## config.mk

```make
export PLATFORM = sky130hd
export DESIGN_NAME = nfp_convert_sfix_32_en28_to_single
export DESIGN_NICKNAME = d
export VERILOG_FILES = /design/src/rtl/nfp_fix2single_pkg.sv /design/src/rtl/nfp_convert_sfix_32_en28_to_single_lzc32.sv /design/src/rtl/nfp_convert_sfix_32_en28_to_single.sv
export SDC_FILE = /design/constraint.sdc
export NUM_CORES = 1
export LEC_CHECK = 0
export CAP_MARGIN = 20
export CORE_MARGIN = 2
export CORE_UTILIZATION = 40
export DETAILED_ROUTE_END_ITERATION = 10
export SLEW_MARGIN = 10
export SYNTH_ARGS = -nofsm -noshare
export SYNTH_HDL_FRONTEND = slang
export SYNTH_SLANG_ARGS = --single-unit
```

## constraint.sdc

```tcl
create_clock -name clk -period 3.68 [get_ports clk]
set_input_delay 0.552 -clock clk [delete_from_list [all_inputs] [get_ports clk]]
set_output_delay 0.552 -clock clk [all_outputs]
set_load 0.02 [all_outputs]
```

## src/rtl/nfp_fix2single_pkg.sv

```systemverilog
// nfp_fix2single_pkg
//   Shared constants, the packed IEEE single layout and the pipeline stage
//   register layouts for the sfix32_En28 -> single converter.
//   No ports (package).
package nfp_fix2single_pkg;

  localparam int FIX_W    = 32;
  localparam int FRAC_LEN = 28;
  localparam int EXP_BIAS = 127;
  localparam int EXP_W    = 8;
  localparam int MANT_W   = 23;

  // Biased exponent when the magnitude MSB sits at bit FIX_W-1 (130).
  // Each leading zero lowers it by one.
  localparam logic [EXP_W-1:0] EXP_TOP = EXP_W'(FIX_W - 1 - FRAC_LEN + EXP_BIAS);

  typedef struct packed {
    logic              sign;
    logic [EXP_W-1:0]  exp;
    logic [MANT_W-1:0] frac;
  } single_t;

  // S1: sign / magnitude.
  typedef struct packed {
    logic             sign;
    logic [FIX_W-1:0] mag;
  } s1_t;

  // S2: normalized magnitude. The leading one is implicit after the shift,
  // so only the bits below it are kept.
  typedef struct packed {
    logic             sign;
    logic             zero;
    logic [EXP_W-1:0] exp;
    logic [FIX_W-2:0] norm;
  } s2_t;

  // Two's complement magnitude. 0x80000000 stays 0x80000000, which reads
  // correctly as unsigned 2^31.
  function automatic logic [FIX_W-1:0] fix_abs(input logic [FIX_W-1:0] x);
    return x[FIX_W-1] ? (~x + FIX_W'(1)) : x;
  endfunction

endpackage

```

## src/rtl/nfp_convert_sfix_32_en28_to_single_lzc32.sv

```systemverilog
// nfp_lzc32
//   Combinational 32-bit leading-zero counter.
//   din      in  32  value to scan
//   lz_cnt   out  5  number of zeros above the most significant one (0 if din==0)
//   all_zero out  1  din == 0
module nfp_lzc32 (
  input  logic [31:0] din,
  output logic [4:0]  lz_cnt,
  output logic        all_zero
);

  logic found;

  always_comb begin
    lz_cnt   = '0;
    found    = 1'b0;
    all_zero = ~|din;
    for (int i = 31; i >= 0; i--) begin
      if (!found && din[i]) begin
        lz_cnt = 5'(31 - i);
        found  = 1'b1;
      end
    end
  end

endmodule

```

## src/rtl/nfp_convert_sfix_32_en28_to_single.sv

```systemverilog
// nfp_convert_sfix_32_en28_to_single
//   Three-stage pipelined converter from sfix32_En28 (two's complement,
//   28 fractional bits) to IEEE-754 single, round-to-nearest-even.
//   S1 sign/magnitude, S2 normalize (nfp_lzc32), S3 round/pack = output reg.
//   Valid/ready on both sides, one sample per cycle.
//
//   clk          in   1  clock
//   reset_n      in   1  synchronous active-low reset
//   in_data      in  32  sfix32_En28 sample
//   in_valid     in   1  in_data qualifier
//   in_ready     out  1  sample accepted this cycle when in_valid
//   out_data     out 32  {sign, exp[7:0], frac[22:0]}
//   out_valid    out  1  out_data qualifier
//   out_inexact  out  1  result was rounded (only with NFP_INEXACT_FLAG_EN)
//   out_ready    in   1  downstream accepts out_data
//
//   Build option: define NFP_INEXACT_FLAG_EN to add out_inexact.
module nfp_convert_sfix_32_en28_to_single (
  input  logic        clk,
  input  logic        reset_n,
  input  logic [31:0] in_data,
  input  logic        in_valid,
  output logic        in_ready,
  output logic [31:0] out_data,
  output logic        out_valid,
`ifdef NFP_INEXACT_FLAG_EN
  output logic        out_inexact,
`endif
  input  logic        out_ready
);

  import nfp_fix2single_pkg::*;

  logic    s1_valid_q, s1_valid_d;
  s1_t     s1_q, s1_d;
  logic    s2_valid_q, s2_valid_d;
  s2_t     s2_q, s2_d;
  logic    out_valid_q, out_valid_d;
  single_t out_data_q, out_data_d;
`ifdef NFP_INEXACT_FLAG_EN
  logic    out_inexact_q, out_inexact_d;
`endif

  logic s1_load, s2_load, s3_load;

  logic [4:0] lz_cnt;
  logic       mag_zero;

  logic [MANT_W-1:0] frac_trunc;
  logic              guard, sticky, round_up;
  logic [MANT_W:0]   frac_sum;
  logic [EXP_W-1:0]  exp_rnd;
  single_t           packed_res;

  nfp_lzc32 u_lzc (
    .din      (s1_q.mag),
    .lz_cnt   (lz_cnt),
    .all_zero (mag_zero)
  );

  // Handshake: a stage can take new data if it is empty or its contents move
  // on this cycle. in_ready depends only on state and out_ready.
  always_comb begin
    s3_load  = !out_valid_q | out_ready;
    s2_load  = !s2_valid_q | s3_load;
    s1_load  = !s1_valid_q | s2_load;
    in_ready = s1_load;
  end

  // Rounding of the S2 contents into the packed single.
  always_comb begin
    frac_trunc = s2_q.norm[FIX_W-2:FIX_W-1-MANT_W];
    guard      = s2_q.norm[FIX_W-2-MANT_W];
    sticky     = |s2_q.norm[FIX_W-3-MANT_W:0];
    round_up   = guard & (sticky | frac_trunc[0]);
    frac_sum   = {1'b0, frac_trunc} + {{MANT_W{1'b0}}, round_up};
    // A carry out of the fraction leaves frac_sum[22:0] == 0, so only the
    // exponent needs adjusting.
    exp_rnd    = s2_q.exp + {{(EXP_W-1){1'b0}}, frac_sum[MANT_W]};
    packed_res = '0;
    if (!s2_q.zero) begin
      packed_res.sign = s2_q.sign;
      packed_res.exp  = exp_rnd;
      packed_res.frac = frac_sum[MANT_W-1:0];
    end
  end

  always_comb begin
    s1_valid_d  = s1_valid_q;
    s1_d        = s1_q;
    s2_valid_d  = s2_valid_q;
    s2_d        = s2_q;
    out_valid_d = out_valid_q;
    out_data_d  = out_data_q;
`ifdef NFP_INEXACT_FLAG_EN
    out_inexact_d = out_inexact_q;
`endif

    if (s1_load) begin
      s1_valid_d = in_valid;
      if (in_valid) begin
        s1_d.sign = in_data[FIX_W-1];
        s1_d.mag  = fix_abs(in_data);
      end
    end

    if (s2_load) begin
      s2_valid_d = s1_valid_q;
      if (s1_valid_q) begin
        s2_d.sign = s1_q.sign;
        s2_d.zero = mag_zero;
        s2_d.exp  = EXP_TOP - {{(EXP_W-5){1'b0}}, lz_cnt};
        s2_d.norm = (FIX_W-1)'(s1_q.mag << lz_cnt);
      end
    end

    if (s3_load) begin
      out_valid_d = s2_valid_q;
      if (s2_valid_q) begin
        out_data_d = packed_res;
`ifdef NFP_INEXACT_FLAG_EN
        out_inexact_d = guard | sticky;
`endif
      end
    end
  end

  always_ff @(posedge clk) begin
    if (!reset_n) begin
      s1_valid_q  <= 1'b0;
      s1_q        <= '0;
      s2_valid_q  <= 1'b0;
      s2_q        <= '0;
      out_valid_q <= 1'b0;
      out_data_q  <= '0;
`ifdef NFP_INEXACT_FLAG_EN
      out_inexact_q <= 1'b0;
`endif
    end else begin
      s1_valid_q  <= s1_valid_d;
      s1_q        <= s1_d;
      s2_valid_q  <= s2_valid_d;
      s2_q        <= s2_d;
      out_valid_q <= out_valid_d;
      out_data_q  <= out_data_d;
`ifdef NFP_INEXACT_FLAG_EN
      out_inexact_q <= out_inexact_d;
`endif
    end
  end

  assign out_valid = out_valid_q;
  assign out_data  = out_data_q;
`ifdef NFP_INEXACT_FLAG_EN
  assign out_inexact = out_inexact_q;
`endif

endmodule

```

Yosys cells after proc, flatten, opt, wreduce, memory -nomap -nowiden
Cells that the tools add are included.

storage, ports and cells
  input port bits = 36
  bits in registers = 109
  memories = 0
  bits in latches = 0
  output and inout port bits = 34
  bits in read-only memories = 0
  logic and storage cells = 158
  bits in writable memories = 0

cells by class
  magnitude comparators = 0
  reductions and logical operators = 71
  multipliers = 0
  shift operators = 1
  add/subtract/negate cells = 4
  mux-type cells = 64
  eq/ne operators = 0
  bitwise logic cells = 6
  divide/modulo/power cells = 0

operator list
  kind                                                                count
  5-bit 2-to-1 mux                                                    16
  32-bit 2-to-1 mux                                                   2
  1-bit zero test                                                     35
  32-bit by 1-bit adder with 32-bit output (second input constant)    1
  1-bit 2-to-1 mux                                                    32
  4-bit 2-to-1 mux                                                    8
  32-bit NOT                                                          1
  32-bit OR reduction                                                 1
  32-bit by 5-bit left shift with 31-bit output                       1
  1-bit logical AND                                                   31
  23-bit by 1-bit adder with 24-bit output                            1
  3-bit 2-to-1 mux                                                    4
  8-bit by 1-bit adder with 8-bit output                              1
  8-bit by 5-bit subtractor with 8-bit output (first input constant)  1
  7-bit OR reduction                                                  1
  2-bit AND reduction                                                 3
  2-bit 2-to-1 mux                                                    2
  1-bit bitwise OR                                                    4
  1-bit bitwise AND                                                   1

Depth between registers and ports, before layout
Gate-level depths: netlist of the first run.

  depth in word-level cells = 95
  mapped depth = 17
  depth with buffers taken out = 14

Modules after synthesis
From an unflattened synthesis of the first run, not the netlist that was laid out.

second synthesis, totals
  cells, all modules = 853
  area, all modules = 7290.7 µm²

by module, submodules not included
  module                              instances  area an instance (µm²)  cells an instance  sequential area each (µm²)
  nfp_convert_sfix_32_en28_to_single  1          6801.5                  776                2182.1
  nfp_lzc32                           1          489.2                   77                 0.0

Worst setup path before layout of the first run
OpenSTA, ideal clock, no wires.

  kind = input-to-reg
  from = in in_data[4]
  to = reg s1_q[28] in the netlist's numbering
  stages = 9
  data required time = 3594 ps
  arrival time = 2934 ps
  setup slack = 661 ps
  library setup time = 86 ps
  path buffers = 0
  cells stage by stage = or3_4 -> nor3_4 -> nand2_1 -> or4_4 -> or3_4 -> or3_4 -> o31ai_2 -> xor2_1 -> a211oi_1

between the ends
  cells in the longest elaborated chain, start to end = 3

ends and longest elaborated chain
  what                                      RTL line                                   source
  from (decl)                               nfp_convert_sfix_32_en28_to_single.sv:21   input logic [31:0] in_data,
  32-bit NOT                                nfp_fix2single_pkg.sv:41                   return x[FIX_W-1] ? (~x + FIX_W'(1)) : x;
  32-bit by 1-bit adder with 32-bit output  nfp_fix2single_pkg.sv:41
  32-bit 2-to-1 mux                         nfp_fix2single_pkg.sv:41
  to (signal assigned)                      nfp_convert_sfix_32_en28_to_single.sv:131  s1_q <= '0;
  to (signal assigned)                      nfp_convert_sfix_32_en28_to_single.sv:141  s1_q <= s1_d;
  to (decl)                                 nfp_convert_sfix_32_en28_to_single.sv:35   s1_t s1_q, s1_d;

No other way between the ends.
A chain may end at the register's enable or synchronous reset.

Worst setup path after layout of the first run
  from = reg s1_q[12] in the netlist's numbering
  to = reg s2_q, in the netlist frac_trunc[15]

between the ends
  cells in the longest elaborated chain, start to end = 39
  elaborated cells between the ends (all ways) = 51
  classes of those cells = shift: 1; mux: 25; reduce/logical: 25

ends and longest elaborated chain
  what                                             RTL line                                        source
  1-bit logical AND                                nfp_convert_sfix_32_en28_to_single_lzc32.sv:19  if (!found && din[i]) begin
  1-bit 2-to-1 mux                                 nfp_convert_sfix_32_en28_to_single_lzc32.sv:19
  1-bit zero test                                  nfp_convert_sfix_32_en28_to_single_lzc32.sv:19
  1-bit logical AND                                nfp_convert_sfix_32_en28_to_single_lzc32.sv:19
  1-bit 2-to-1 mux                                 nfp_convert_sfix_32_en28_to_single_lzc32.sv:19
  1-bit zero test                                  nfp_convert_sfix_32_en28_to_single_lzc32.sv:19
  1-bit logical AND                                nfp_convert_sfix_32_en28_to_single_lzc32.sv:19
  1-bit 2-to-1 mux                                 nfp_convert_sfix_32_en28_to_single_lzc32.sv:19
  [... 23 more ...]                                --
  1-bit 2-to-1 mux                                 nfp_convert_sfix_32_en28_to_single_lzc32.sv:19
  1-bit zero test                                  nfp_convert_sfix_32_en28_to_single_lzc32.sv:19
  1-bit logical AND                                nfp_convert_sfix_32_en28_to_single_lzc32.sv:19
  1-bit 2-to-1 mux                                 nfp_convert_sfix_32_en28_to_single_lzc32.sv:19
  1-bit zero test                                  nfp_convert_sfix_32_en28_to_single_lzc32.sv:19
  1-bit logical AND                                nfp_convert_sfix_32_en28_to_single_lzc32.sv:19
  5-bit 2-to-1 mux                                 nfp_convert_sfix_32_en28_to_single_lzc32.sv:19
  32-bit by 5-bit left shift with 31-bit output *  nfp_convert_sfix_32_en28_to_single.sv:113       s2_d.norm = (FIX_W-1)'(s1_q.mag << lz_cnt);
  to (signal assigned)                             nfp_convert_sfix_32_en28_to_single.sv:133       s2_q <= '0;
  to (signal assigned)                             nfp_convert_sfix_32_en28_to_single.sv:143       s2_q <= s2_d;
  to (decl)                                        nfp_convert_sfix_32_en28_to_single.sv:37        s2_t s2_q, s2_d;

Mark *: on every way between the ends. The rest lies on a longest branch, timed or not.

==> out/qor.txt, run 1 <==
worst reg2reg path startpoint: s1_q[12]
post-synthesis cell count: 892
Core Area: 17400 um2
Netlist cell types: 88
dpl cell area: 8160 um2
final non-filler cell area: 8440 um2
CTS clk-pin slew, worst paths: 0.08 ns
worst vdd ir: 0.000237 V
PortBufs: 69
Min Hold Slack: 0.461 ns
Sequential Area: 2180 um2
Post-Place Setup Slack: 0.0878 ns
RSZ-0062 raised after global routing: false
Syn Area/Cell: 7.97 um2
synthesized area: 7110 um2
register area share after synthesis: 30.7%
CP arrival: 3.66 ns
Tmin final: 3.36 ns
first-pass GRT wire length: 32.1 mm
critical path required time: 3.98 ns
RR Endpoint: frac_trunc[15]
setup bufs post-CTS: 0
clk root buf: clkbuf_16
ys async rst share: 0%
kind of critical path: flop to flop
Max Freq: 0.297 GHz
drt wl/cell: 16.1 um
hold_buf cts: 0
Routed WL: 19.1 mm
Worst Hold Class: flop to flop
H-tree Lvls: 3
Cell Pwr Density: 409 nW/um2
Vias: 6652
EDFF count, synth: 0
die width: 137 um
GP Congestion: 0.921
nets: 998
largest net degree at the start of global routing: 62
Row Count: 48
syn_nets: 933
Die H: 137 um
WHS Path Cells: 2
Worst Max-Slew Pin Slew: 0.996 ns
cts repair resizes: 0
CTS tree: built
DP Wirelength: 14.6 mm
Synth Flop Type: dfxtp_1
Sinks on Clock Net: 109
number of global-route vias before repair: 6236
Hold Crit Start: s1_q[32]
clk buf depth: 2
die area: 18900 um2
hold endpoint: s1_q[32]
crit-path max FO: 19
fin worst setup slack: 0.318 ns
initial antenna violation count: 0
Ports: 70
GRT overflow: 0
Clock Skews: 0.0119 ns
status: complete, no violations
FF+latch count, synth: 109
Tot Pwr: 3.45 mW
R2R depth: 10
Final setup violation count: 0
initial core utilization: 41.0%
Tot GR Track Use: 21.3%
setup TNS: 0 ns
number of DRC markers in iteration 0: 567
yosys warns: 0
Final period util: 91.3%
area of the multi-input gates: 4590 um2
via/cell ratio: 5.60
leakage power figure: 3.16 nW
DRT Pass-1 Iters: 5
Hold Fails Final Rpt: 0
Worst-Skew Late Latency: 0.37 ns
Critical Path Source Type: flop
DRC: 0
Antenna diodes: 0
antenna viol nets, final: 0
fraction of layout cells with a size suffix above 1: 12.1%
fin. max-slew vios: 0
Filler cells: 1782
max-cap check violation count: 0
worst relative slew slack: 33.4%
Reg2Reg Setup Slack: 0.32 ns
Setup crit end kind: flop
Num CTS Buffers: 9
Synth-to-Final Area Change: 18.7%
[worst max-delay path, stage by stage (launching register included)]
cell,delay (ns)
dfxtp_1,0.41
nor4_1,0.56
o21ai_0,0.17
o21ai_1,0.28
and2_1,0.62
buf_4,0.31
nand2_1,0.07
and3_1,0.17
a2111oi_0,0.44
a31oi_1,0.11
a31oi_1,0.17
[how the worst max path moves through the flow]
stage / start / endpoint / cells past startpoint
global placement: in_data[4] / s1_q[30] / 11
detailed placement: in_data[4] / s1_q[30] / 11
floorplan: in_data[4] / s1_q[28] / 9
finish: s1_q[12] / frac_trunc[15] / 10
CTS: s1_q[0] / frac_trunc[4] / 10
global route: s1_q[12] / frac_trunc[15] / 10
[logic make-up after synthesis]
logic type | share of synthesized area [%]
adder cells (fa/ha/maj) | 0.880
flip-flops | 30.7
buffers and inverters | 5.03
AO/OA/AOI/OAI | 24.8
XOR/XNOR | 7.27
multiplexers | 7.69
AND/OR/NAND/NOR | 23.6
[cells in the final DEF (no fill, tap or decap), types with 8 or more instances in the layout]
master	netlist	final
inv_1	11	11
a22oi_1	26	26
o21ai_0	30	30
xnor2_1	22	22
and3_1	8	8
mux2i_1	43	43
o21ai_1	9	8
or4_1	10	10
a21oi_1	55	55
buf_4	8	49
nor3_1	17	17
nor2_1	118	118
clkbuf_16	0	9
dfxtp_1	109	109
a211oi_1	41	41
xor2_1	37	37
clkdlybuf4s50_1	0	69
a22o_1	9	9
o31ai_1	18	18
nand2_1	94	94
nand3_1	21	21
[state kept, by name (all words and copies together) (netlist names)]
register and flops:
s1_q 33, out_data 32, frac_trunc 23, s2_q 17, guard 1, out_valid 1, s1_valid_q 1, s2_valid_q 1
[Yosys cell counts (5+ instances only)]
| cell | instances | area share (%) |
|---|---|---|
| a211oi_1 | 41 | 4.3 |
| a21oi_1 | 55 | 3.9 |
| a22o_1 | 9 | 1.1 |
| a22oi_1 | 26 | 2.7 |
| a31oi_1 | 6 | 0.53 |
| and2_1 | 7 | 0.62 |
| and3_1 | 8 | 0.70 |
| buf_2 | 10 | 0.70 |
| buf_4 | 8 | 0.84 |
| clkbuf_1 | 39 | 2.1 |
| dfxtp_1 | 109 | 31 |
| ha_1 | 5 | 0.88 |
| inv_1 | 11 | 0.58 |
| mux2i_1 | 43 | 6.1 |
| nand2_1 | 94 | 5.0 |
| nand3_1 | 21 | 1.5 |
| nand4_1 | 5 | 0.44 |
| nor2_1 | 118 | 6.2 |
| nor2b_1 | 6 | 0.53 |
| nor3_1 | 17 | 1.2 |
| nor3b_1 | 5 | 0.53 |
| nor4_1 | 5 | 0.44 |
| o211ai_1 | 6 | 0.63 |
| o21ai_0 | 30 | 2.1 |
| o21ai_1 | 9 | 0.63 |
| o22ai_1 | 7 | 0.62 |
| o31ai_1 | 18 | 1.9 |
| or3_4 | 5 | 0.79 |
| or4_1 | 10 | 1.1 |
| xnor2_1 | 22 | 2.7 |
| xor2_1 | 37 | 4.6 |
[power by group]
part	switching, mW	internal [mW]
logic	0.681	0.496
registers	0.0976	1.25
clock network	0.463	0.461
[per-stage QoR]
stage | cells | util (%)
final | 1187 | 48.6
after global routing | 1187 | 48.6
after global placement | 1171 | 47.0
after CTS | 1187 | 48.6
after detailed placement | 1171 | 47.0
after floorplan | 892 | -
[per-layer routing]
layer  up-vias  GRT usage [%]  wire length, um
met4         0           8.99              567
met5         -              0                0
met3        34           2.21              584
met1      3065           29.0             9340
li1       3398              -                -
met2       155           34.1             8620
[cell type report]
| class | count | share of cell area (%) |
|---|---|---|
| inverter | 14 | 0.623 |
| sequential | 109 | 25.9 |
| multi-input combinational | 705 | 54.4 |
| clock buffer | 9 | 2.67 |
| tap | 225 | 3.34 |
| clock inverter | 7 | 0.564 |
| timing repair buffer | 118 | 12.5 |
No activity file was read; power rests on OpenSTA's default activity.
==> run 2: changes to the inputs <==
- SETUP_SLACK_MARGIN: default -> 0.05
- TNS_END_PERCENT: default -> 1
==> results of run 2 <==
Same layout as run 1: the final DEF is identical, and so are final timing and power.
